$ cat src/rtl/l1a_ram_rd_arbiter.sv
// rtl/l1a_ram_rd_arbiter.sv - round-robin arbiter for the single read port of ram_L1A
//
// Purpose: shares the one read port of the 64-entry L1A RAM between N_REQ
// requesters (L1A checker, readout builder, slow-control reader). One grant
// per cycle at most; every issued read is tracked through a RD_LAT-deep
// pipeline so the returned word is steered back to the requester that asked.
//
// Ports:
//   clk          rising-edge clock
//   reset        asynchronous active-high reset
//   arb_en       allows new grants when high; in-flight reads always complete
//   req_valid    per-requester request, held with a stable address until granted
//   req_addr     packed per-requester addresses, requester i at [i*ADDR_W +: ADDR_W]
//   req_ready    one-cycle grant pulse, one-hot or zero
//   ram_rd_req   read strobe to ram_L1A
//   ram_rd_addr  read address to ram_L1A, holds when no read is issued
//   ram_rd_data  RAM data, valid RD_LAT cycles after the ram_rd_req cycle
//   rsp_valid    one-cycle response pulse to the issuing requester, one-hot or zero
//   rsp_data     returned word, valid while any rsp_valid bit is high, else held
module l1a_ram_rd_arbiter #(
   parameter int N_REQ  = 3,
   parameter int ADDR_W = 6,
   parameter int DATA_W = 16,
   parameter int RD_LAT = 2
) (
   input  logic                    clk,
   input  logic                    reset,
   input  logic                    arb_en,
   input  logic [N_REQ-1:0]        req_valid,
   input  logic [N_REQ*ADDR_W-1:0] req_addr,
   output logic [N_REQ-1:0]        req_ready,
   output logic                    ram_rd_req,
   output logic [ADDR_W-1:0]       ram_rd_addr,
   input  logic [DATA_W-1:0]       ram_rd_data,
   output logic [N_REQ-1:0]        rsp_valid,
   output logic [DATA_W-1:0]       rsp_data
);

   localparam int ID_W = $clog2(N_REQ);

   // Unpacked view of the per-requester addresses
   logic [ADDR_W-1:0] addr_arr [N_REQ];

   for (genvar g = 0; g < N_REQ; g++) begin : g_addr
      assign addr_arr[g] = req_addr[g*ADDR_W +: ADDR_W];
   end

   // Arbitration state
   logic [ID_W-1:0]   rr_ptr;
   logic [ID_W-1:0]   gnt_id;

   // Winner search
   logic [N_REQ-1:0]  eligible;
   logic              win_found;
   logic [ID_W-1:0]   win_id;
   logic [ID_W-1:0]   next_ptr;
   logic [ID_W:0]     scan_sum;
   logic [ID_W-1:0]   scan_idx;

   // Response pipeline: one (valid, id) pair per stage
   logic [RD_LAT-1:0] pipe_valid;
   logic [ID_W-1:0]   pipe_id [RD_LAT];

   // A requester that is being granted this cycle is masked, so a held
   // req_valid is only seen as a fresh request from the following cycle.
   always_comb begin
      eligible  = req_valid & ~req_ready;
      win_found = 1'b0;
      win_id    = '0;
      scan_sum  = '0;
      scan_idx  = '0;
      for (int k = 0; k < N_REQ; k++) begin
         // Position k of the scan, starting at rr_ptr and wrapping at N_REQ
         scan_sum = {1'b0, rr_ptr} + (ID_W+1)'(k);
         if (scan_sum >= (ID_W+1)'(N_REQ)) begin
            scan_sum = scan_sum - (ID_W+1)'(N_REQ);
         end
         scan_idx = scan_sum[ID_W-1:0];
         if (!win_found && eligible[scan_idx]) begin
            win_found = 1'b1;
            win_id    = scan_idx;
         end
      end
      if (win_id == ID_W'(N_REQ - 1)) begin
         next_ptr = '0;
      end else begin
         next_ptr = win_id + ID_W'(1);
      end
   end

   // Grant register: grant pulse, RAM strobe and address all appear in the
   // cycle after the request was sampled. rr_ptr only moves on a grant.
   always_ff @(posedge clk or posedge reset) begin
      if (reset) begin
         req_ready   <= '0;
         ram_rd_req  <= 1'b0;
         ram_rd_addr <= '0;
         gnt_id      <= '0;
         rr_ptr      <= '0;
      end else begin
         req_ready  <= '0;
         ram_rd_req <= 1'b0;
         if (arb_en && win_found) begin
            req_ready   <= N_REQ'(1) << win_id;
            ram_rd_req  <= 1'b1;
            ram_rd_addr <= addr_arr[win_id];
            gnt_id      <= win_id;
            rr_ptr      <= next_ptr;
         end
      end
   end

   // The strobe enters stage 0 at the end of its own cycle, so the pair leaves
   // the last stage on the edge that closes the cycle in which ram_rd_data is
   // valid for it. Reset empties the pipeline and drops in-flight reads.
   always_ff @(posedge clk or posedge reset) begin
      if (reset) begin
         pipe_valid <= '0;
         for (int s = 0; s < RD_LAT; s++) begin
            pipe_id[s] <= '0;
         end
      end else begin
         pipe_valid[0] <= ram_rd_req;
         pipe_id[0]    <= gnt_id;
         for (int s = 1; s < RD_LAT; s++) begin
            pipe_valid[s] <= pipe_valid[s-1];
            pipe_id[s]    <= pipe_id[s-1];
         end
      end
   end

   // Response register: in-order, at most one per cycle, data held between pulses
   always_ff @(posedge clk or posedge reset) begin
      if (reset) begin
         rsp_valid <= '0;
         rsp_data  <= '0;
      end else begin
         rsp_valid <= '0;
         if (pipe_valid[RD_LAT-1]) begin
            rsp_valid <= N_REQ'(1) << pipe_id[RD_LAT-1];
            rsp_data  <= ram_rd_data;
         end
      end
   end

endmodule

$ cat config.mk
export PLATFORM = sky130hd
export DESIGN_NAME = l1a_ram_rd_arbiter
export DESIGN_NICKNAME = d
export VERILOG_FILES = /design/src/rtl/l1a_ram_rd_arbiter.sv
export SDC_FILE = /design/constraint.sdc
export NUM_CORES = 1
export LEC_CHECK = 0
export CAP_MARGIN = 10
export CORE_MARGIN = 3
export CORE_UTILIZATION = 38
export DETAILED_ROUTE_END_ITERATION = 7
export GPL_TIMING_DRIVEN = 0
export HOLD_SLACK_MARGIN = 0.05
export PLACE_DENSITY = 0.77
export SLEW_MARGIN = 10
export SYNTH_ARGS = -nofsm -noshare
export SYNTH_HDL_FRONTEND = slang
export SYNTH_SLANG_ARGS = --single-unit
$ cat constraint.sdc
create_clock -name clk -period 1.95 [get_ports clk]
set_input_delay 0.39 -clock clk [delete_from_list [all_inputs] [get_ports clk]]
set_output_delay 0.39 -clock clk [all_outputs]
set_load 0.02 [all_outputs]
### Word-level counts from Yosys, hierarchy flattened

Index checks and enable logic that the tools add are counted.

* flip-flop bits (word level): 39
* output and inout port bits: 29

* $add $sub $neg: 6
* $lt $le $gt $ge: 7
* equal/unequal tests: 1
* shift-type cells: 2
* multiplexer cells: 22
* bitwise operators: 3
* reduce and logical (&&, ||, !) cells: 5

Operator list (number)
* 2-bit two-way mux: 7
* 6-bit binary-select mux with 2-bit select: 1
* 6-bit two-way mux: 2
* 2-bit by 3-bit < comparator with 1-bit output (second input constant): 3
* 1-bit two-way mux: 7
* 1-bit binary-select mux with 2-bit select: 3
* 3-bit by 2-bit >= comparator with 1-bit output (second input constant): 2
* 3-bit two-way mux: 2
* 1-bit by 2-bit << shifter with 3-bit output (first input constant): 2
* 2-bit subtractor (second input constant): 3
* 2-bit by 1-bit adder with 3-bit output (second input constant): 1
* 2-bit by 2-bit adder with 3-bit output (second input constant): 1
* 3-bit AND: 1
* 3-bit >= comparator (second input constant): 1
* 1-bit logical AND: 3
* 2-bit inverter with 3-bit output: 1
* 3-bit inverter: 1
* 2-bit by 1-bit adder with 2-bit output (second input constant): 1
* 2-bit == test (second input constant): 1
* 2-bit >= comparator (second input constant): 1
* 1-bit logical NOT: 2

### Depth between registers and ports, before layout

Gate-level depths: netlist (run 1).

* word-level depth: 15
* gate-level depth with buffers: 10
* mapped depth without buffers: 8

### Worst setup path after synthesis (run 1)

No wires, ideal clock.

* path kind: register -> register
* start point: register rr_ptr[0]
* end point: register rr_ptr[0]
* arrival: 1832 ps
* setup slack: 0 ps
* stages on the path, launching flop included: 10
* path buffers: 1
* period minus slack after synthesis: 1950 ps
* cell sequence: dfrtp_1 inv_1 ha_1 buf_4 inv_1 o22ai_1 o31a_1 o221a_2 and2b_1 a21o_1

* longest elaborated chain between the ends: 13
* elaborated cells between the ends (all ways): 31
* classes of those cells: add/sub (6); order compare (3); eq/ne (1); mux (16); reduce/logical (5)

Ends and longest elaborated chain
* start, declared: RTL line 49 `logic [ID_W-1:0] rr_ptr;`
* start signal, assigned: RTL line 108 `rr_ptr <= next_ptr;`
* branches (longest 13 deep; another with 2-bit by 1-bit adder with 3-bit output)

Several ways; the timed one is not identified. The select of a mux whose other input is x is not followed.
A chain may end at the register's enable or synchronous reset.

### Worst setup path after layout (run 1)

Same ends and word-level chain as after synthesis.

==> flow_summary.yaml, run 1 <==
status:
  status: "finished with violations"
  violations: "setup timing"
die:
  die_x_microns: 73.2
  die_h_microns: 73.2
  rows: 23
  initial_utilization: 0.411
  core_sq_um: 4170
  die_area_sq_um: 5360
  io_pins: 69
sta:
  setup_violations: 7
  relSlewSlack: 0.466
  setup_ws_ps: -58.3
  slew_viol_final: 0
  max_slew.worst_pin.slew_ps: 799
  fin_worst_skew_ps: 6.00
  final.min_clock_period_ps: 2010
  finalCritPeriodShare: 1.03
  fmax_ghz: 0.498
  final_hold_viol_count: 0
  rsz0062_at_grt: "yes"
  holdWs_ps: 350
global_route:
  grt_pass1_vias: 1485
  grt.busiest_layer: "met2"
  grt_max_degree: 40
  gr-usage-met3: 0.0620
  overflow: 0
  grt_antenna_before_repair: 0
  grt_pass1_wl_microns: 6800
  grtUsageTotal: 0.163
  grtUsageMet2: 0.284
  gr-usage-met1: 0.181
flow_run:
  cap_violations: 0
routing:
  firstDrtPassIters: 4
  ant_nets: 0
  drc: 0
  drt_iter0_drc: 27
  viasPerCell: 5.08
  wire_per_inst_microns: 15.5
  dr_total_vias: 1337
  wirelength_microns: 4080
critical_path:
  arrival_ps: 2190
  path_class: "flop to flop"
  r2r_cells: 9
  crit_path_end_kind: "flop"
  crit_fanout: 5
  cp.required_ps: 2130
  worstSetupStartpointType: "flop"
layout:
  n_antenna_cell: 0
  fin_nets: 255
  layout-drive-gt1-share: 0.291
  syn_to_final_growth_pct: 56.9
  final_area_sq_um: 2690
  num-fill-cells: 299
  postLayoutCoreUtil: 0.646
placement:
  gp_congestion: 0.844
  hpwlAfterDp_microns: 2880
  numPortBuffers: 68
  place_area_sq_um: 2460
clock_network:
  path_clk_slew_ps: 70
  cts_hold_buf: 0
  cts-buffers-inserted: 5
  root_buffer: "clkbuf_8"
  clock_path_buffers: 2
  cts_tree: "built"
  cts.sinks: 39
  h-tree-depth: 2
  clkLatencyLatePin_ps: 290
yosys:
  synthCells: 130
  syn_area_per_cell_sq_um: 13.2
  synth_nets: 173
  syn_area_sq_um: 1720
  ys.flop_type: "dfrtp_1"
  synth_edf_count: 0
  synth_cell_types: 39
  seq_area_frac_synth: 0.569
  synth.ff_latch_count: 39
  async_reset_ff_frac: 1.00
  ys_warn_count: 0
power_and_ir_drop:
  powerDensity_nw_per_um2: 1690
  p_leak_nw: 1.17
  irDropWorstVdd_v: 0.000839
min_path:
  hold_path.class: "flop to flop"
  whs_path_depth: 0
-- what timing repair did --
item / 4_1_cts / 5_1_grt
resized for setup: 11 / 12
buffers inserted: 4 / 3
pin swaps: 3 / 4
setup endpoints to repair: 12 / 11
cloned: 2 / 0
-- worst paths after layout --
| path | start | end | slack [ps] |
|---|---|---|---|
| max in group asynchronous | reset | ram_rd_addr[1] | 870 |
| min in group asynchronous | reset | rsp_data[8] | 570 |
| worst max-delay path | rr_ptr[0] | rr_ptr[0] | -60 |
| worst max register to register | rr_ptr[0] | rr_ptr[0] | -60 |
| worst min register to register | pipe_id[2] | pipe_id[0] | 350 |
| worst min-delay path | pipe_id[2] | pipe_id[0] | 350 |
-- registers in the layout, indices dropped and copies added, names as in the netlist --
| name | count |
|---|---|
| ram_rd_req | 1 |
| req_ready | 3 |
| ram_rd_addr | 6 |
| pipe_valid | 2 |
| rsp_valid | 3 |
| pipe_id | 4 |
| gnt_id | 2 |
| rsp_data | 16 |
| rr_ptr | 2 |
-- cell usage after synthesis, types with 2 or more instances --
library cell  number  share of area
nand2_1            3         0.0066
o21ai_1            5          0.015
buf_6              2          0.013
a21o_1             3          0.013
mux2i_1            6          0.035
nand2b_1           3          0.011
a21oi_1            4          0.012
clkbuf_1           2         0.0044
nor2_1             3         0.0066
ha_1               3          0.022
mux2_2            16           0.10
o21ai_0            2         0.0058
dfrtp_1           39           0.57
buf_2              3         0.0087
inv_1              6          0.013
a22oi_1            6          0.026
o21ai_2            2          0.010
-- metrics by stage --
stage	instances	power (W)	setup slack, ps	setup TNS, ps
after detailed placement	248	0.00366	-252	-2280
after CTS	260	0.00438	9.89	0
final	263	0.00455	-58.3	-221
after floorplan	130	0.00277	0.282	0
after global routing	263	0.00481	-134	-957
after global placement	248	0.00358	-217	-4620
-- placed cells by master, fill, tap and decap left out, drive strengths merged, types with 2 or more instances in the layout --
master         Yosys  final
o21ai              9      9
a22oi              6      6
nor3               2      2
a21o               3      3
clkbuf             2      8
nand2              3      3
nor2               3      3
inv                7      7
clkdlybuf4s50      0     68
o22ai              2      2
ha                 3      3
a21oi              4      4
mux2i              6      6
mux2              17     17
buf                6     13
nand2b             4      4
dfrtp             39     39
-- cells by family (layout without fill, tap and decap cells) --
kind of cell,Yosys count,in the layout,share of synthesized area
AO/OA/AOI/OAI,33,33,0.147
adder cells (fa/ha/maj),3,3,0.0219
buffers and inverters,15,98,0.0459
flip-flops,39,39,0.569
multiplexers,23,23,0.149
AND/OR/NAND/NOR,17,17,0.0678
-- report_power, final --
| part | switching, W | leakage, nW | internal [W] |
|---|---|---|---|
| Sequential | 0.000199 | 0.479 | 0.00119 |
| Clock | 0.000278 | 0.0412 | 0.000250 |
| Combinational | 0.00126 | 0.653 | 0.00138 |
| Total | 0.00174 | 1.17 | 0.00281 |
-- layout make-up --
type | instances | area [sq um] | area share
Tap cell | 50 | 62.6 | 0.0232
Clock inverter | 2 | 12.5 | 0.00464
Sequential cell | 39 | 976 | 0.362
Multi-Input combinational cell | 76 | 746 | 0.277
Inverter | 7 | 26.3 | 0.00975
Timing Repair Buffer | 77 | 752 | 0.279
Clock buffer | 6 | 72.6 | 0.0269
Buffer | 6 | 46.3 | 0.0172
-- worst max-delay path: stages (launching register included) --
cell and delay (ps):
dfrtp_1 410, inv_2 90, ha_4 210, buf_6 140, inv_2 70, o22ai_1 90
o31a_1 300, o221a_2 260, and2b_1 180, a21o_1 150
-- layer usage --
| metal | vias to the layer above | wire, microns |
|---|---|---|
| li1 | 624 | - |
| met1 | 648 | 1550 |
| met2 | 57 | 2180 |
| met3 | 8 | 288 |
| met4 | 0 | 51 |
| met5 | - | 0 |
Note: power is estimated with default switching activity, not from simulation.
==> inputs of run 2 (changes only) <==
ABC_AREA = 1   (was unset)
CORE_UTILIZATION = 40   (was 38)
GPL_TIMING_DRIVEN = unset   (was 0)
PLACE_DENSITY = 0.78   (was 0.77)
==> run 2 against run 1 <==
Effect of this change: largest cell class unchanged; highest routed layer unchanged; clock power is 2% higher; non-clock buffer count is 1 higher; clock-buffer cell count is 1 lower; synthesized area is 8.7% higher; final area is 12% higher; final cell count is 39% higher; clock skew hardly changed; the run now ends clean.
==> flow_summary.yaml, run 2 <==
power_and_ir_drop:
  powerDensity_nw_per_um2: 1810
  swShare: 0.462
  design_power_total_w: 0.00545
  combPwrFrac: 0.646
  p_leak_nw: 1.44
  switchingPower_w: 0.00252
  power_frac_clock: 0.099
  p_seq_frac: 0.255
  power.internal_w: 0.00293
  irDropWorstVdd_v: 0.000865
global_route:
  grt_pass1_wl_microns: 6960
  grt_max_degree: 40
  grt_pass1_vias: 1618
  grtUsageTotal: 0.166
  grt_antenna_before_repair: 0
  overflow: 0
yosys:
  synth_cell_types: 22
  syn_area_per_cell_sq_um: 8.37
  seq_area_frac_synth: 0.523
  syn_area_sq_um: 1870
  synth_nets: 266
  async_reset_ff_frac: 1.00
  synthAdderAreaFrac: 0.0201
  synth_area_leaders: "dfrtp_1 (52%), nand2_1 (18%), nand3_1 (6.4%)"
  synth_mux_area_frac: 0
  synth_simple_gate_area_frac: 0.349
  synth_top_family_by_area: "simple AND/OR/NAND/NOR gates"
  synth_area_leader_cell: "dfrtp_1"
  synth_common_cells: "nand2_1 (91), dfrtp_1 (39), nand3_1 (24)"
  synthXorXnorAreaFrac: 0
  synth_edf_count: 0
  synthCells: 223
  synth_top_area_share: 0.523
  ys.flop_type: "dfrtp_1"
  synth.ff_latch_count: 39
  synth_compound_area_frac: 0.0369
  ys_warn_count: 0
  synth.most_common_cell: "nand2_1"
sta:
  finalCritPeriodShare: 0.976
  fmax_ghz: 0.526
  relSlewSlack: 0.644
  holdWs_ps: 352
  fin_worst_skew_ps: 5.63
  final_hold_viol_count: 0
  slew_viol_final: 0
  rsz0062_at_grt: "yes"
  setup_ws_ps: 47.6
  max_slew.worst_pin.slew_ps: 531
  setup_violations: 0
  final.min_clock_period_ps: 1900
die:
  die_h_microns: 74.3
  rows: 24
  die_x_microns: 74.3
  core_sq_um: 4410
  io_pins: 69
  die_area_sq_um: 5520
  initial_utilization: 0.423
clock_network:
  path_clk_slew_ps: 80
  h-tree-depth: 2
  clkLatencyLatePin_ps: 290
  clock_path_buffers: 2
  cts-buffers-inserted: 5
  cts.sinks: 39
  cts_tree: "built"
  root_buffer: "clkbuf_8"
  cts_hold_buf: 0
layout:
  fin_nets: 355
  reg.largest.list: "rsp_data (16), ram_rd_addr (6), pipe_id (4)"
  multi_input_area_sq_um: 938
  largest_reg_flops: 16
  final_common_cell: "nand2_1"
  final_cell_mix: "nand2_1 (83), clkdlybuf4s50_1 (68), dfrtp_1 (39), inv_1 (19), nand3_1 (16)"
  n_antenna_cell: 0
  postLayoutCoreUtil: 0.681
  regMostFlops: "rsp_data"
  syn_to_final_growth_pct: 61.0
  num-fill-cells: 346
  area.sequential_sq_um: 976
  layout-drive-gt1-share: 0.230
critical_path:
  arrival_ps: 2140
  r2r_slack_ps: 50
  worstSetupStartpointType: "flop"
  cpPeakStageDelay_ps: 440
  worstReg2RegEnd: "gnt_id[0]"
  cpLargestDelayFamily: "simple AND/OR/NAND/NOR gates"
  path_class: "flop to flop"
  cp_num_buf_inv: 3
  cp.required_ps: 2180
  crit_path_end_kind: "flop"
  slowest_stage: "dfrtp_1"
  r2r-start: "rr_ptr[0]"
  r2r_cells: 13
  crit_start: "rr_ptr[0]"
  crit_fanout: 3
  cp_cell_sequence: "inv_2 > ha_4 > inv_4 > nand3_2 > nand2_2 > nand2_2 > nand2_2 > nor2_4 > buf_4 > nand2_1 > o21ai_2 > nand2_1 > nand2_1"
routing:
  firstDrtPassIters: 4
  wire_per_inst_microns: 13.2
  drt_iter0_drc: 63
  drc: 0
  wirelength_microns: 4810
  ant_nets: 0
  dr_total_vias: 1751
  viasPerCell: 4.80
flow_run:
  cap_violations: 0
min_path:
  min-delay-start: "pipe_id[3]"
  whs_path_depth: 0
  hold_path.class: "flop to flop"
  min_to: "pipe_id[1]"
status:
  status: "completed"
placement:
  hpwlAfterDp_microns: 3270
  numPortBuffers: 68
  preCtsSetupSlack_ps: -170
  gp_congestion: 0.856
[run 2: cell types whose count changed after synthesis, sizes merged, moves of 3 or more]
| cell | previous run | this run |
|---|---|---|
| buf | 6 | 1 |
| nand2b | 4 | 0 |
| nor2 | 3 | 7 |
| mux2i | 6 | 0 |
| a21o | 3 | 0 |
| nand2 | 3 | 99 |
| inv | 7 | 27 |
| nand3b | 0 | 5 |
| a22oi | 6 | 0 |
| nand3 | 0 | 25 |
| mux2 | 17 | 0 |
[run 2: metal layers]
metal | wire length [microns] | GRT usage
met5 | 0 | 0
met2 | 2320 | 0.279
met1 | 1960 | 0.200
met3 | 435 | 0.0514
met4 | 95 | 0.0632
[run 2: timing repair]
action | CTS | global route
pin swaps | 0 | 17
gates cloned | 0 | 2
setup buffers | 0 | 7
gates resized for setup | 3 | 41
setup endpoints to repair | 1 | 14
[run 2: area by class of cell]
| class | count | share of cell area |
|---|---|---|
| timing repair buffer | 84 | 0.270 |
| sequential | 39 | 0.325 |
| timing repair inverter | 1 | 0.00208 |
| multi-input combinational | 153 | 0.312 |
| clock inverter | 3 | 0.00666 |
| tap | 52 | 0.0217 |
| clock buffer | 5 | 0.0229 |
| inverter | 28 | 0.0392 |
[run 2: logic make-up after synthesis]
kind of cell / Yosys count
AO/OA/AOI/OAI: 10
adder cells (fa/ha/maj): 3
buffers and inverters: 32
flip-flops: 39
AND/OR/NAND/NOR: 139
[run 2: how the worst max path moves through the flow]
stage | to | cells after the start | slack, ps
6_report | gnt_id[0] | 13 | 50
5_1_grt | ram_rd_addr[0] | 13 | -70
4_1_cts | ram_rd_addr[3] | 13 | 10
3_5_place_dp | ram_rd_addr[0] | 10 | -170
3_3_place_gp | ram_rd_addr[0] | 10 | -120
2_1_floorplan | ram_rd_addr[1] | 12 | 190
[run 2: per-stage QoR]
step                      instances  instance area (sq um)  setup TNS, ps
after floorplan                 223                   1870              0
after global placement          348                   2650           -819
after detailed placement        348                   2650          -1180
after CTS                       356                   2750              0
after global routing            365                   3000           -497
final                           365                   3000              0
[run 2: worst reg2reg max path: stages (launching register included)]
cell and delay [ps]:
dfrtp_1 440, inv_2 80, ha_4 290, inv_4 40, nand3_2 60, nand2_2 90
nand2_2 100, nand2_2 70, nor2_4 140, buf_4 120, nand2_1 50, o21ai_2 190
nand2_1 90, nand2_1 70
[run 2: power by group through the flow]
stage / clock network [W] / logic [W] / registers [W]
after floorplan: 0 / 0.00144 / 0.00170
final: 0.000540 / 0.00352 / 0.00139
after global routing: 0.000601 / 0.00382 / 0.00142
after detailed placement: 0 / 0.00281 / 0.00138
after global placement: 0 / 0.00274 / 0.00137
after CTS: 0.000560 / 0.00285 / 0.00138
